[config.mk]
export PLATFORM = sky130hd
export DESIGN_NAME = demux_stream_flat
export DESIGN_NICKNAME = d
export VERILOG_FILES = /design/src/rtl/demux_stream_if.sv /design/src/rtl/demux_stream.sv /design/src/flat_wrapper.sv
export SDC_FILE = /design/constraint.sdc
export NUM_CORES = 1
export LEC_CHECK = 0
export ABC_CLOCK_PERIOD_IN_PS = 1100
export BUFFER_PORTS_ARGS = -buffer_cell sky130_fd_sc_hd__buf_2
export CAP_MARGIN = 20
export CORE_MARGIN = 2
export CORE_UTILIZATION = 40
export DETAILED_ROUTE_END_ITERATION = 7
export GPL_ROUTABILITY_DRIVEN = 0
export PLACE_DENSITY_LB_ADDON = 0.15
export RECOVER_POWER = 100
export SYNTH_ARGS = -nofsm -noshare
export SYNTH_HDL_FRONTEND = slang
export SYNTH_SLANG_ARGS = --single-unit
export TNS_END_PERCENT = 5
[constraint.sdc]
create_clock -name clk -period 1.1 [get_ports clk]
set_clock_uncertainty 0.05 [all_clocks]
set_input_delay 0.055 -clock clk [delete_from_list [all_inputs] [get_ports clk]]
set_output_delay 0.055 -clock clk [all_outputs]
set_load 0.02 [all_outputs]
[src/rtl/demux_stream_if.sv]
// Stream demux bundle: one producer-side port, NCH consumer-side channels.
// The slave modport is the demux itself; the master side drives it.
interface demux_stream_if #(
    parameter int WIDTH = 8,
    parameter int NCH   = 4,
    parameter int SELW  = 2
);
    logic                 in_valid;
    logic                 in_ready;
    logic [WIDTH-1:0]     in_data;
    logic [SELW-1:0]      in_sel;
    logic [NCH-1:0]       out_valid;
    logic [NCH-1:0]       out_ready;
    logic [NCH*WIDTH-1:0] out_data;

    modport master (
        output in_valid, in_data, in_sel, out_ready,
        input  in_ready, out_valid, out_data
    );

    modport slave (
        input  in_valid, in_data, in_sel, out_ready,
        output in_ready, out_valid, out_data
    );
endinterface

[src/rtl/demux_stream.sv]
// 1:NCH stream demultiplexer with a one-entry buffer per channel.
// Out-of-range selects are accepted, discarded and counted.
module demux_stream #(
    parameter int WIDTH = 8,
    parameter int NCH   = 4,
    parameter int SELW  = 2
) (
    input  logic                clk,
    input  logic                rst_n,
    demux_stream_if.slave       s,
    output logic                drop_err,
    output logic [7:0]          drop_cnt
);
    logic [NCH-1:0]       valid_q, valid_d;
    logic [NCH*WIDTH-1:0] data_q, data_d;
    logic                 drop_q, drop_d;
    logic [7:0]           cnt_q, cnt_d;

    logic [NCH-1:0]       hit;
    logic                 sel_ok;
    logic                 ready_sel;
    logic                 ready;
    logic                 acc;

    always_comb begin
        hit = '0;
        for (int c = 0; c < NCH; c++) begin
            hit[c] = (s.in_sel == SELW'(c));
        end
    end

    // An out-of-range select matches no channel and is always accepted.
    assign sel_ok    = |hit;
    assign ready_sel = |(hit & (~valid_q | s.out_ready));
    assign ready     = rst_n & (sel_ok ? ready_sel : 1'b1);
    assign acc       = s.in_valid & ready;

    always_comb begin
        valid_d = valid_q;
        data_d  = data_q;
        for (int c = 0; c < NCH; c++) begin
            if (acc && hit[c]) begin
                valid_d[c]              = 1'b1;
                data_d[c*WIDTH +: WIDTH] = s.in_data;
            end else if (valid_q[c] && s.out_ready[c]) begin
                valid_d[c]              = 1'b0;
                data_d[c*WIDTH +: WIDTH] = '0;
            end
        end
    end

    assign drop_d = acc & ~sel_ok;
    assign cnt_d  = (drop_d && cnt_q != 8'hFF) ? cnt_q + 8'd1 : cnt_q;

    always_ff @(posedge clk) begin
        if (!rst_n) begin
            valid_q <= '0;
            data_q  <= '0;
            drop_q  <= 1'b0;
            cnt_q   <= '0;
        end else begin
            valid_q <= valid_d;
            data_q  <= data_d;
            drop_q  <= drop_d;
            cnt_q   <= cnt_d;
        end
    end

    assign s.in_ready  = ready;
    assign s.out_valid = valid_q;
    assign s.out_data  = data_q;
    assign drop_err    = drop_q;
    assign drop_cnt    = cnt_q;
endmodule

[src/flat_wrapper.sv]
// flat-port wrapper written by rule: the top's interface ports become plain ports
module demux_stream_flat 
#(
    parameter int WIDTH = 8,
    parameter int NCH   = 4,
    parameter int SELW  = 2
)
  (clk, rst_n, drop_err, drop_cnt, s_in_valid, s_in_data, s_in_sel, s_out_ready, s_in_ready, s_out_valid, s_out_data);
  demux_stream_if #(.WIDTH(WIDTH), .NCH(NCH), .SELW(SELW)) s_i ();
  input  logic clk;
  input  logic rst_n;
  output logic drop_err;
  output logic [7:0] drop_cnt;
  input wire logic [$bits(s_i.in_valid)-1:0] s_in_valid;
  input wire logic [$bits(s_i.in_data)-1:0] s_in_data;
  input wire logic [$bits(s_i.in_sel)-1:0] s_in_sel;
  input wire logic [$bits(s_i.out_ready)-1:0] s_out_ready;
  output wire logic [$bits(s_i.in_ready)-1:0] s_in_ready;
  output wire logic [$bits(s_i.out_valid)-1:0] s_out_valid;
  output wire logic [$bits(s_i.out_data)-1:0] s_out_data;
  assign s_i.in_valid = s_in_valid;
  assign s_i.in_data = s_in_data;
  assign s_i.in_sel = s_in_sel;
  assign s_i.out_ready = s_out_ready;
  assign s_in_ready = s_i.in_ready;
  assign s_out_valid = s_i.out_valid;
  assign s_out_data = s_i.out_data;
  demux_stream #(.WIDTH(WIDTH), .NCH(NCH), .SELW(SELW)) u_core (.clk(clk), .rst_n(rst_n), .s(s_i), .drop_err(drop_err), .drop_cnt(drop_cnt));
endmodule
==> parameters.txt <==
Parameter                              Value

Status
  Status    finished, violations left
  Violations in the final reports    setup timing

Power and ir drop
  Clock group share of total power    33.7%
  Sw Ratio    23.1%
  Cell-internal power    2280 uW
  Portion of total power attributed to combinational logic    9.8%
  Leakage power figure    0.000971 uW
  NetSw    685 uW
  Register share of total power    56.6%
  VDD IR max    0.669 mV
  Pwr/cell area    1330 nW/um^2

Setup path
  Maximum fanout encountered on the critical timing path    3
  Critical path required time    1.00 ns
  Reg-to-reg startpoint    u_core.s.out_valid[0]$_SDFFE_PN0P_
  Element type at the critical path end    output pin
  Worst Setup SP    u_core.s.out_valid[1]$_SDFFE_PN0P_
  Data arrival at the endpoint of the critical path    1.25 ns
  Worst Reg2Reg Path Length in Cells    4
  Slowest cell on the critical path    sky130_fd_sc_hd__dfxtp_1
  Top Family by Delay on Critical Path    flip-flops
  Cell Chain, Critical Path    buf_4 > nand4bb_1 > o311ai_4 > a21oi_2 > buf_4
  WS Path Type    reg2out
  Number of buffer and inverter instances along the worst setup path    2
  R2r setup slk    -0.21 ns
  Critical path launch point type    flip-flop
  Most numerous cell on the critical path    sky130_fd_sc_hd__buf_4
  Reg2Reg Capture Point    u_core.s.out_data[5]$_SDFFE_PN0P_
  Delay of the slowest cell on the worst path    0.31 ns

Drt
  Total iterations of the first detailed-routing run    4
  Remaining DRCs    0
  Total Wirelength    4050 um
  Starting DRC count in detailed routing    44
  Count of antenna-violating nets left after detailed routing    0
  Via Count    1358
  Detail-routed via count per cell    4.73
  Wirelength per Cell    14.1 um

Die
  Die Area    4620 um^2
  Row Count    23
  I/O pin count    63
  Core box area    3970 um^2
  Starting Density    41.2%
  Die boundary height    68.0 um
  Die Width    68.0 um

Synth
  Synth cell types    23
  Warnings from Yosys    0
  Complex-gate fraction of the synthesized area    4.51%
  Share of the yosys chip area belonging to registers    55.0%
  Dominant combinational cell family by area after synthesis    multiplexers
  Seq cells post-synth    45
  Adder-cell share of the synthesized area    0%
  Largest area contributor in the netlist    sky130_fd_sc_hd__dfxtp_1
  Post-synth net total    173
  Portion of synthesized cell area occupied by the leading cell type    55.0%
  Average size of a mapped cell    10.5 um^2
  Cells after Synth    156
  Top area cells in the synthesized netlist    sky130_fd_sc_hd__dfxtp_1 55%, sky130_fd_sc_hd__mux2i_1 20%, sky130_fd_sc_hd__nand2_1 9.2%
  Simple-gate portion of the synthesized area    17.5%
  Post-Synthesis Cell Area    1640 um^2
  Post-Synth XOR/XNOR Area    0%
  Multiplexer share of the synthesized area    20.2%

Global route
  Antenna violations before repair    0
  Grt ovf    0
  Global-route usage over all layers    18.2%
  Maximum number of pins on one net before global-route repair    14
  Global-route wire length before repair    6130 um
  Via count of the first global-routing pass    1315

Timing
  Worst-case hold slack    0.0556 ns
  Number of slew-limit violations in the final report    0
  Final hold viol count    0
  RSZ-0062 raised after global routing    yes
  Post-layout worst setup margin    -0.252 ns
  Share of the clock period used by the worst path    123%
  F_max    739 MHz
  Sum of negative setup slack    -3.94 ns
  Minimum clock period    1.35 ns
  Setup violations, final    28

CTS
  Number of setup buffers added after CTS    0
  Max Root-Sink Buffers    2
  Insertion delay to the later sink of the worst-skew pair    0.28 ns
  CTS clock-pin slew for the worst setup and hold paths    0.07 ns
  Number of buffers added by the clock tree synthesis step    5
  TritonCTS clock tree    yes
  Sink count of the clock tree    45
  Clock Tree Root    sky130_fd_sc_hd__clkbuf_8
  Number of levels in the clock H-tree    2

Min path
  Worst hold path type    in2reg
  Hold EP    u_core.s.out_valid[3]$_SDFFE_PN0P_
  Start point of the worst hold path    s_out_ready[3]
  Hold-critical path depth    3

Placement
  Detailed placement HPWL    3030 um
  Post-DP Area    2130 um^2
  IO buf count    62

Final layout
  Share of layout cells above drive strength 1    24.1%
  Fill cell instance count of the final layout    386
  Cell area after layout    2220 um^2
  NumNets Final    254
  Post-synthesis to final-layout area growth    35.6%
  Antenna diodes    0
  Register area    903 um^2
  Area of the multi-input gates    754 um^2

Run
  Max-Cap Viols    0
cells by family after synthesis:
logic type | Yosys count
compound gates | 10
buf+inv | 7
flops | 45
mux | 33
other cells | 1
simple gates | 60
flip-flops by register name (all words and copies together), names as in the netlist:
signal / cells
u_core.drop_err: 1
u_core.drop_cnt: 8
u_core.s.out_valid: 4
u_core.s.out_data: 32
metrics by stage:
step           util, %  setup WS (ns)  cells  total power [uW]
2_1_floorplan        -         -0.216    156              1860
3_3_place_gp      53.7         -0.180    280              1990
3_5_place_dp      53.7         -0.232    280              1990
4_1_cts           56.5         -0.253    287              3000
5_1_grt           55.9         -0.321    287              3090
6_report          55.9         -0.252    287              2960
Yosys cell counts, drive strengths merged:
cell / number
a21boi: 6
a21oi: 1
and3: 1
clkbuf: 2
o21a: 2
or4b: 1
buf: 5
nor2b: 2
nor4b: 1
nor3b: 1
nand3: 1
dfxtp: 45
nand2b: 3
nand2: 41
mux2i: 33
o311ai: 1
nand4bb: 1
conb: 1
and2: 8
layout make-up:
type / instances / share of cell area, %
Timing Repair Buffer: 81 / 18.6
Tap cell: 50 / 2.82
Sequential cell: 45 / 40.7
Clock buffer: 7 / 3.89
Multi-Input combinational cell: 104 / 34.0
cell usage in the layout, fill, tap and decap left out, types with 3 or more instances in the layout:
master | synthesis | routed
sky130_fd_sc_hd__clkbuf_1 | 2 | 43
sky130_fd_sc_hd__dfxtp_1 | 45 | 43
sky130_fd_sc_hd__nand2_1 | 40 | 40
sky130_fd_sc_hd__mux2i_1 | 33 | 32
sky130_fd_sc_hd__buf_2 | 3 | 17
sky130_fd_sc_hd__buf_4 | 1 | 16
sky130_fd_sc_hd__and2_1 | 8 | 7
sky130_fd_sc_hd__clkbuf_8 | 0 | 6
sky130_fd_sc_hd__a21boi_1 | 4 | 4
sky130_fd_sc_hd__clkbuf_2 | 0 | 3
sky130_fd_sc_hd__buf_6 | 1 | 3
how the worst max path moves through the flow:
stage / depth (start not counted) / end / slack, ns
2_1_floorplan: 4 / u_core.s.out_data[0]$_SDFFE_PN0P_ / -0.22
3_3_place_gp: 4 / u_core.s.out_data[7]$_SDFFE_PN0P_ / -0.18
3_5_place_dp: 4 / u_core.s.out_data[5]$_SDFFE_PN0P_ / -0.23
4_1_cts: 5 / s_in_ready / -0.25
5_1_grt: 5 / s_in_ready / -0.32
6_report: 5 / s_in_ready / -0.25
timing repair:
item                                    CTS  global route
gates resized for setup                   6             9
endpoints found under the setup margin   29            31
pin swaps                                 1             0
hold buffers                              0             0
power groups by stage:
stage                     clock, uW  combinational [uW]  sequential, uW
after detailed placement          0                 284            1710
after floorplan                   0                 109            1750
after global routing           1090                 315            1680
final                           997                 289            1680
after CTS                      1030                 290            1670
after global placement            0                 275            1710
worst min-delay path: cells and delay by family:
family | cells | cell delay (ns)
simple gates | 1 | 0.13
buf+inv | 1 | 0.09
compound gates | 1 | 0.08
routing by layer:
layer  up-vias  share of wire [%]  track usage (%)  wire, um
li1        678                  -                -         -
met1       640                 42             21.7      1710
met2        38                 51             31.8      2060
met3         2                6.6             5.43       267
met4         0               0.42             4.50        17
met5         -                  0                0         0
(Power assumes the default switching activity.)
